===== src/rtl/scaler_sched_pkg.sv =====
// Shared types and default sizing for the scaler tick scheduler.
// Build option: SCALER_SCHED_RR_EN selects round-robin arbitration
// instead of fixed lowest-index priority.
package scaler_sched_pkg;

    localparam int NCH_DEF    = 4;
    localparam int NSTAGE_DEF = 16;
    localparam int SELW_DEF   = 4;
    localparam int CHW        = $clog2(NCH_DEF);

    // Handshake sequencer states. GAP forces CINC_REQ low for one cycle
    // between consecutive grants.
    typedef enum logic [1:0] {
        ST_IDLE = 2'd0,
        ST_REQ  = 2'd1,
        ST_GAP  = 2'd2
    } state_e;

endpackage


===== src/rtl/scaler_sched_arb.sv =====
// Combinational winner selection among pending channels.
// Build option: SCALER_SCHED_RR_EN -- search starts one past the last
// granted channel (ptr_i); otherwise the lowest pending index wins.
module scaler_sched_arb
    import scaler_sched_pkg::*;
#(
    parameter int NCH  = NCH_DEF,
    parameter int CH_W = (NCH > 1) ? $clog2(NCH) : 1
) (
    input  logic [NCH-1:0]  req_i,
`ifdef SCALER_SCHED_RR_EN
    input  logic [CH_W-1:0] ptr_i,
`endif
    output logic [CH_W-1:0] grant_o,
    output logic            valid_o
);

`ifdef SCALER_SCHED_RR_EN
    // Rotating search: first pending channel after the pointer wins.
    always_comb begin
        int unsigned idx;
        grant_o = '0;
        valid_o = 1'b0;
        idx     = 0;
        for (int i = 0; i < NCH; i++) begin
            idx = (int'(ptr_i) + 1 + i) % NCH;
            if (!valid_o && req_i[idx]) begin
                valid_o = 1'b1;
                grant_o = CH_W'(idx);
            end
        end
    end
`else
    // Fixed priority: scan from the top so the lowest index is written last.
    always_comb begin
        grant_o = '0;
        valid_o = 1'b0;
        for (int i = NCH - 1; i >= 0; i--) begin
            if (req_i[i]) begin
                valid_o = 1'b1;
                grant_o = CH_W'(i);
            end
        end
    end
`endif

endmodule


===== src/rtl/scaler_tick_scheduler.sv =====
// Scaler tick scheduler: converts rising edges of selected scaler stages
// into pending per-channel requests and serves them one at a time on the
// CINC_REQ/CINC_ACK handshake.
// Build option: SCALER_SCHED_RR_EN enables round-robin arbitration with a
// last-grant pointer; without it, lowest channel index wins.
module scaler_tick_scheduler
    import scaler_sched_pkg::*;
#(
    parameter int NCH    = NCH_DEF,
    parameter int NSTAGE = NSTAGE_DEF,
    parameter int SELW   = SELW_DEF,
    localparam int CH_W  = (NCH > 1) ? $clog2(NCH) : 1
) (
    input  logic              SIM_CLK,
    input  logic              RESET_,
    input  logic [NSTAGE-1:0] FS_IN,
    input  logic              CFG_WE,
    input  logic [CH_W-1:0]   CFG_CH,
    input  logic [SELW-1:0]   CFG_STAGE,
    input  logic              CFG_EN,
    output logic              CINC_REQ,
    output logic [CH_W-1:0]   CINC_CH,
    input  logic              CINC_ACK,
    output logic [NCH-1:0]    MISS,
    input  logic              MISS_CLR,
    output logic [NCH-1:0]    PEND
);

    state_e            state_q, state_d;
    logic [NSTAGE-1:0] prev_fs_q;
    logic [NSTAGE-1:0] ev;
    logic [NCH-1:0]    en_q;
    logic [SELW-1:0]   sel_q [NCH];
    logic [NCH-1:0]    pend_q, pend_d;
    logic [NCH-1:0]    miss_q, miss_d;
    logic [NCH-1:0]    ch_ev;
    logic [NCH-1:0]    cfg_hit;
    logic [NCH-1:0]    grant_clr;
    logic [CH_W-1:0]   ch_q;
    logic [CH_W-1:0]   win;
    logic              win_valid;
    logic              grant_take;

    // Stage history starts at all ones so stages already high out of reset
    // do not look like fresh edges.
    always_ff @(posedge SIM_CLK or negedge RESET_) begin
        if (!RESET_) prev_fs_q <= '1;
        else         prev_fs_q <= FS_IN;
    end

    // Edges are detected on the global stage vector; a channel just picks one
    // bit, so re-selecting a stage can never fabricate an edge.
    assign ev = FS_IN & ~prev_fs_q;

    // A grant is taken whenever IDLE sees any pending channel.
    assign grant_take = (state_q == ST_IDLE) && win_valid;

    genvar gi;
    generate
        for (gi = 0; gi < NCH; gi++) begin : g_ch
            assign cfg_hit[gi]   = CFG_WE && (CFG_CH == CH_W'(gi));
            assign ch_ev[gi]     = en_q[gi] & ev[sel_q[gi]];
            assign grant_clr[gi] = grant_take && (win == CH_W'(gi));

            // New event beats a same-cycle grant clear; a config write or a
            // disabled channel forces the pending bit low.
            assign pend_d[gi] = ~cfg_hit[gi] & en_q[gi]
                              & ((pend_q[gi] & ~grant_clr[gi]) | ch_ev[gi]);

            // A miss is an event landing on a request that stays pending;
            // setting beats clearing.
            assign miss_d[gi] = (miss_q[gi] & ~MISS_CLR)
                              | (ch_ev[gi] & pend_q[gi] & ~grant_clr[gi] & ~cfg_hit[gi]);

            // Per-channel configuration written by the config strobe.
            always_ff @(posedge SIM_CLK or negedge RESET_) begin
                if (!RESET_) begin
                    en_q[gi]  <= 1'b0;
                    sel_q[gi] <= '0;
                end else if (cfg_hit[gi]) begin
                    en_q[gi]  <= CFG_EN;
                    sel_q[gi] <= CFG_STAGE;
                end
            end
        end
    endgenerate

    // Pending and sticky miss vectors.
    always_ff @(posedge SIM_CLK or negedge RESET_) begin
        if (!RESET_) begin
            pend_q <= '0;
            miss_q <= '0;
        end else begin
            pend_q <= pend_d;
            miss_q <= miss_d;
        end
    end

`ifdef SCALER_SCHED_RR_EN
    logic [CH_W-1:0] ptr_q;

    // Last-granted pointer; starting at NCH-1 makes channel 0 first after reset.
    always_ff @(posedge SIM_CLK or negedge RESET_) begin
        if (!RESET_)         ptr_q <= CH_W'(NCH - 1);
        else if (grant_take) ptr_q <= win;
    end

    scaler_sched_arb #(.NCH(NCH), .CH_W(CH_W)) u_arb (
        .req_i   (pend_q),
        .ptr_i   (ptr_q),
        .grant_o (win),
        .valid_o (win_valid)
    );
`else
    scaler_sched_arb #(.NCH(NCH), .CH_W(CH_W)) u_arb (
        .req_i   (pend_q),
        .grant_o (win),
        .valid_o (win_valid)
    );
`endif

    // Served channel is latched on entry to REQ and held until acknowledged.
    always_ff @(posedge SIM_CLK or negedge RESET_) begin
        if (!RESET_)         ch_q <= '0;
        else if (grant_take) ch_q <= win;
    end

    // Handshake state register.
    always_ff @(posedge SIM_CLK or negedge RESET_) begin
        if (!RESET_) state_q <= ST_IDLE;
        else         state_q <= state_d;
    end

    // Next-state: wait for pending work, wait for ack (no timeout), one gap cycle.
    always_comb begin
        state_d = state_q;
        unique case (state_q)
            ST_IDLE: if (win_valid) state_d = ST_REQ;
            ST_REQ:  if (CINC_ACK)  state_d = ST_GAP;
            ST_GAP:  state_d = ST_IDLE;
            default: state_d = ST_IDLE;
        endcase
    end

    // Outputs decoded from registered state so reset drops REQ immediately.
    always_comb begin
        CINC_REQ = (state_q == ST_REQ);
        CINC_CH  = ch_q;
        PEND     = pend_q;
        MISS     = miss_q;
    end

endmodule

===== config.mk =====
export PLATFORM = sky130hd
export DESIGN_NAME = scaler_tick_scheduler
export DESIGN_NICKNAME = d
export VERILOG_FILES = /design/src/rtl/scaler_sched_pkg.sv /design/src/rtl/scaler_sched_arb.sv /design/src/rtl/scaler_tick_scheduler.sv
export SDC_FILE = /design/constraint.sdc
export NUM_CORES = 1
export LEC_CHECK = 0
export ABC_AREA = 1
export CORE_MARGIN = 10
export CORE_UTILIZATION = 55
export CTS_BUF_LIST = sky130_fd_sc_hd__clkbuf_8
export CTS_CLUSTER_SIZE = 8
export DETAILED_ROUTE_END_ITERATION = 10
export GPL_ROUTABILITY_DRIVEN = 0
export PLACE_DENSITY_LB_ADDON = 0.1
export SYNTH_ARGS = -nofsm -noshare
export SYNTH_HDL_FRONTEND = slang
export SYNTH_SLANG_ARGS = --single-unit

===== constraint.sdc =====
create_clock -name SIM_CLK -period 3.3 [get_ports SIM_CLK]
set_input_delay 0.99 -clock SIM_CLK [delete_from_list [all_inputs] [get_ports SIM_CLK]]
set_output_delay 0.99 -clock SIM_CLK [all_outputs]
set_load 0.01 [all_outputs]

==> out/results.txt <==
DRT Pass-1 Iters: 5
Vias: 2298
DR DRC count: 0
Clk_skew: 0.00840 ns
Status: complete, no violations
R2R Path End: PEND[2]
Worst EP arrival: 1.39 ns
Synth Instances: 321
Critical path class: reg -> out
Highest-count cells in the layout ignoring fill and taps: 84 x nand3_1, 54 x nand2_1, 43 x inv_1
Distinct cells, synth: 19
Chip width: 89.6 um
R2r startpoint: sel_q[4]
Number of max-cap violations: 0
Critical path fanouts, max: 3
Fmax: 0.420 GHz
First-pass GRT wire length: 11100 um
Vias/cell: 5.55
P&R area growth vs syn: 19.5%
Crit share post-route: 0.721
#FFs+latches synth: 48
Layout filler cell count: 415
Mapped Avg Cell Area: 8.29 um^2
Non-Filler Instances: 414
Cts hold-fix bufs: 0
Sink Count: 48
Ant. Diodes: 0
Max Transition Viols Final: 0
Maximum vdd ir drop: 379 uV
CTS root buffer: clkbuf_8
Mapped Nets: 349
Die Y: 89.6 um
Final Hold Fails: 0
Reg2Reg Setup Slack: 1.82 ns
Commonest non-fill, non-tap cell in the layout: nand3_1
Fraction of layout cells with a size suffix above 1: 0.211
Worst Hold Depth: 2
Initial Util: 0.567
Worst-Margin Slew: 0.793 ns
Gr usage total: 0.177
Worst R2R Path Depth: 7
IO buf count: 38
CP endpoint kind: output port
Final Net Count: 387
Sequential share of the synthesized area: 0.459
Htree depth: 2
Worst skew pair latency: 0.30 ns
DRT Wirelength: 6540 um
Hold path endpoint: MISS[1]
# setup viols final: 0
Post-route ant nets: 0
Core region area: 0.00469 mm^2
Largest net degree at the start of global routing: 38
CP required: 2.31 ns
Worst Hold Launch: MISS[1]
Post-CTS Setup Inserts: 0
Clk buf depth: 2
Setup_tns: 0 ns
Leakage: 0.00147 uW
Vias in the first global route: 2252
CTS clock-pin slew for the worst setup and hold paths: 0.09 ns
CTS-repair resized insts: 0
Antenna violations before repair: 0
Synthesized area: 0.00266 mm^2
# IOs: 39
Detailed Route Iter0 Violations: 152
Die area: 0.00802 mm^2
Post-DR wirelength/cell: 15.8 um
Grt ovf: 0
Power per cell area: 533 mW/mm^2
Tmin final: 2.38 ns
RSZ-0062 raised after global routing: no
Hold WC Path Type: reg -> reg
TritonCTS clock tree: done
Num rows: 25
Critical Path Start Type: flip-flop
Syn. warnings: 0
TritonCTS Buffers: 5
DPL Wire Length: 5030 um
Placed insts: 406
Worst slew margin: 0.471
[layer usage]
| layer | GRT usage | part of all wire |
|---|---|---|
| met5 | 0 | 0 |
| met4 | 0.0636 | 0.022 |
| met3 | 0.0370 | 0.058 |
| met2 | 0.271 | 0.46 |
| met1 | 0.242 | 0.46 |
[state kept, by name, summed over array words and instances, names as in the netlist]
register   flops
sel_q         16
en_q           4
PEND           4
CINC_CH        2
MISS           4
state_q        2
prev_fs_q     16
[how the worst max path moves through the flow]
stage / end / startpoint
after floorplan: PEND[1] / FS_IN[6]
after global placement: PEND[3] / FS_IN[4]
after detailed placement: PEND[3] / FS_IN[4]
after CTS: CINC_REQ / state_q[1]
after global routing: CINC_REQ / state_q[1]
final: CINC_REQ / state_q[1]
[worst max-delay path: stages, from the launching register on]
cell and delay [ns]:
dfrtp_1 0.38, inv_1 0.05, nand2_1 0.07, inv_1 0.06, clkdlybuf4s50_1 0.53
[final cells by class]
class | instances | area, um^2 | share of cell area
clock buffers | 5 | 68.8 | 0.0216
clock inverters | 3 | 63.8 | 0.0201
inverters | 53 | 219 | 0.0688
multi-input cells | 212 | 1160 | 0.364
flip-flops and latches | 48 | 1220 | 0.384
well taps | 54 | 67.6 | 0.0212
repair buffers | 39 | 383 | 0.120
[through the flow]
stage | worst slack, ns | area [um^2] | total power [uW] | hold slack (ns) | utilization
after global routing | 0.847 | 3180 | 1810 | 0.511 | 0.678
after global placement | 0.918 | 3050 | 1200 | 0.469 | 0.650
after floorplan | 1.64 | 2660 | 1040 | 0.495 | -
after CTS | 0.896 | 3180 | 1710 | 0.495 | 0.678
after detailed placement | 0.907 | 3050 | 1210 | 0.471 | 0.650
final | 0.921 | 3180 | 1700 | 0.491 | 0.678
[Yosys cell counts]
cell / n / share of area
dfrtp_1: 32 / 0.30
a21oi_1: 1 / 0.0019
inv_2: 7 / 0.0099
nand2_1: 54 / 0.076
clkbuf_1: 1 / 0.0014
o21ai_0: 22 / 0.041
nor2_2: 4 / 0.0094
nor2_1: 9 / 0.013
o21ai_2: 5 / 0.016
inv_1: 42 / 0.059
nand3_2: 27 / 0.10
clkinv_4: 4 / 0.013
o31ai_1: 1 / 0.0028
buf_2: 3 / 0.0056
o21ai_1: 1 / 0.0019
buf_6: 4 / 0.017
dfstp_2: 16 / 0.16
nand3_1: 84 / 0.16
a21oi_2: 4 / 0.013
[report_power, final]
part           internal [uW]  switching, uW
registers                668           91.2
clock network            300            194
logic                    184            258
total                   1150            543
[kinds of logic (layout without fill, tap and decap cells)]
kind of cell           count (synthesis)  in the layout  share of synthesized area
AOI/OAI and AO/OA                     34             34                     0.0775
buffers and inverters                 61            100                      0.106
DFF                                   48             48                      0.459
and+or+nand+nor                      178            178                      0.358
Note: power is estimated with default switching activity, not from simulation.
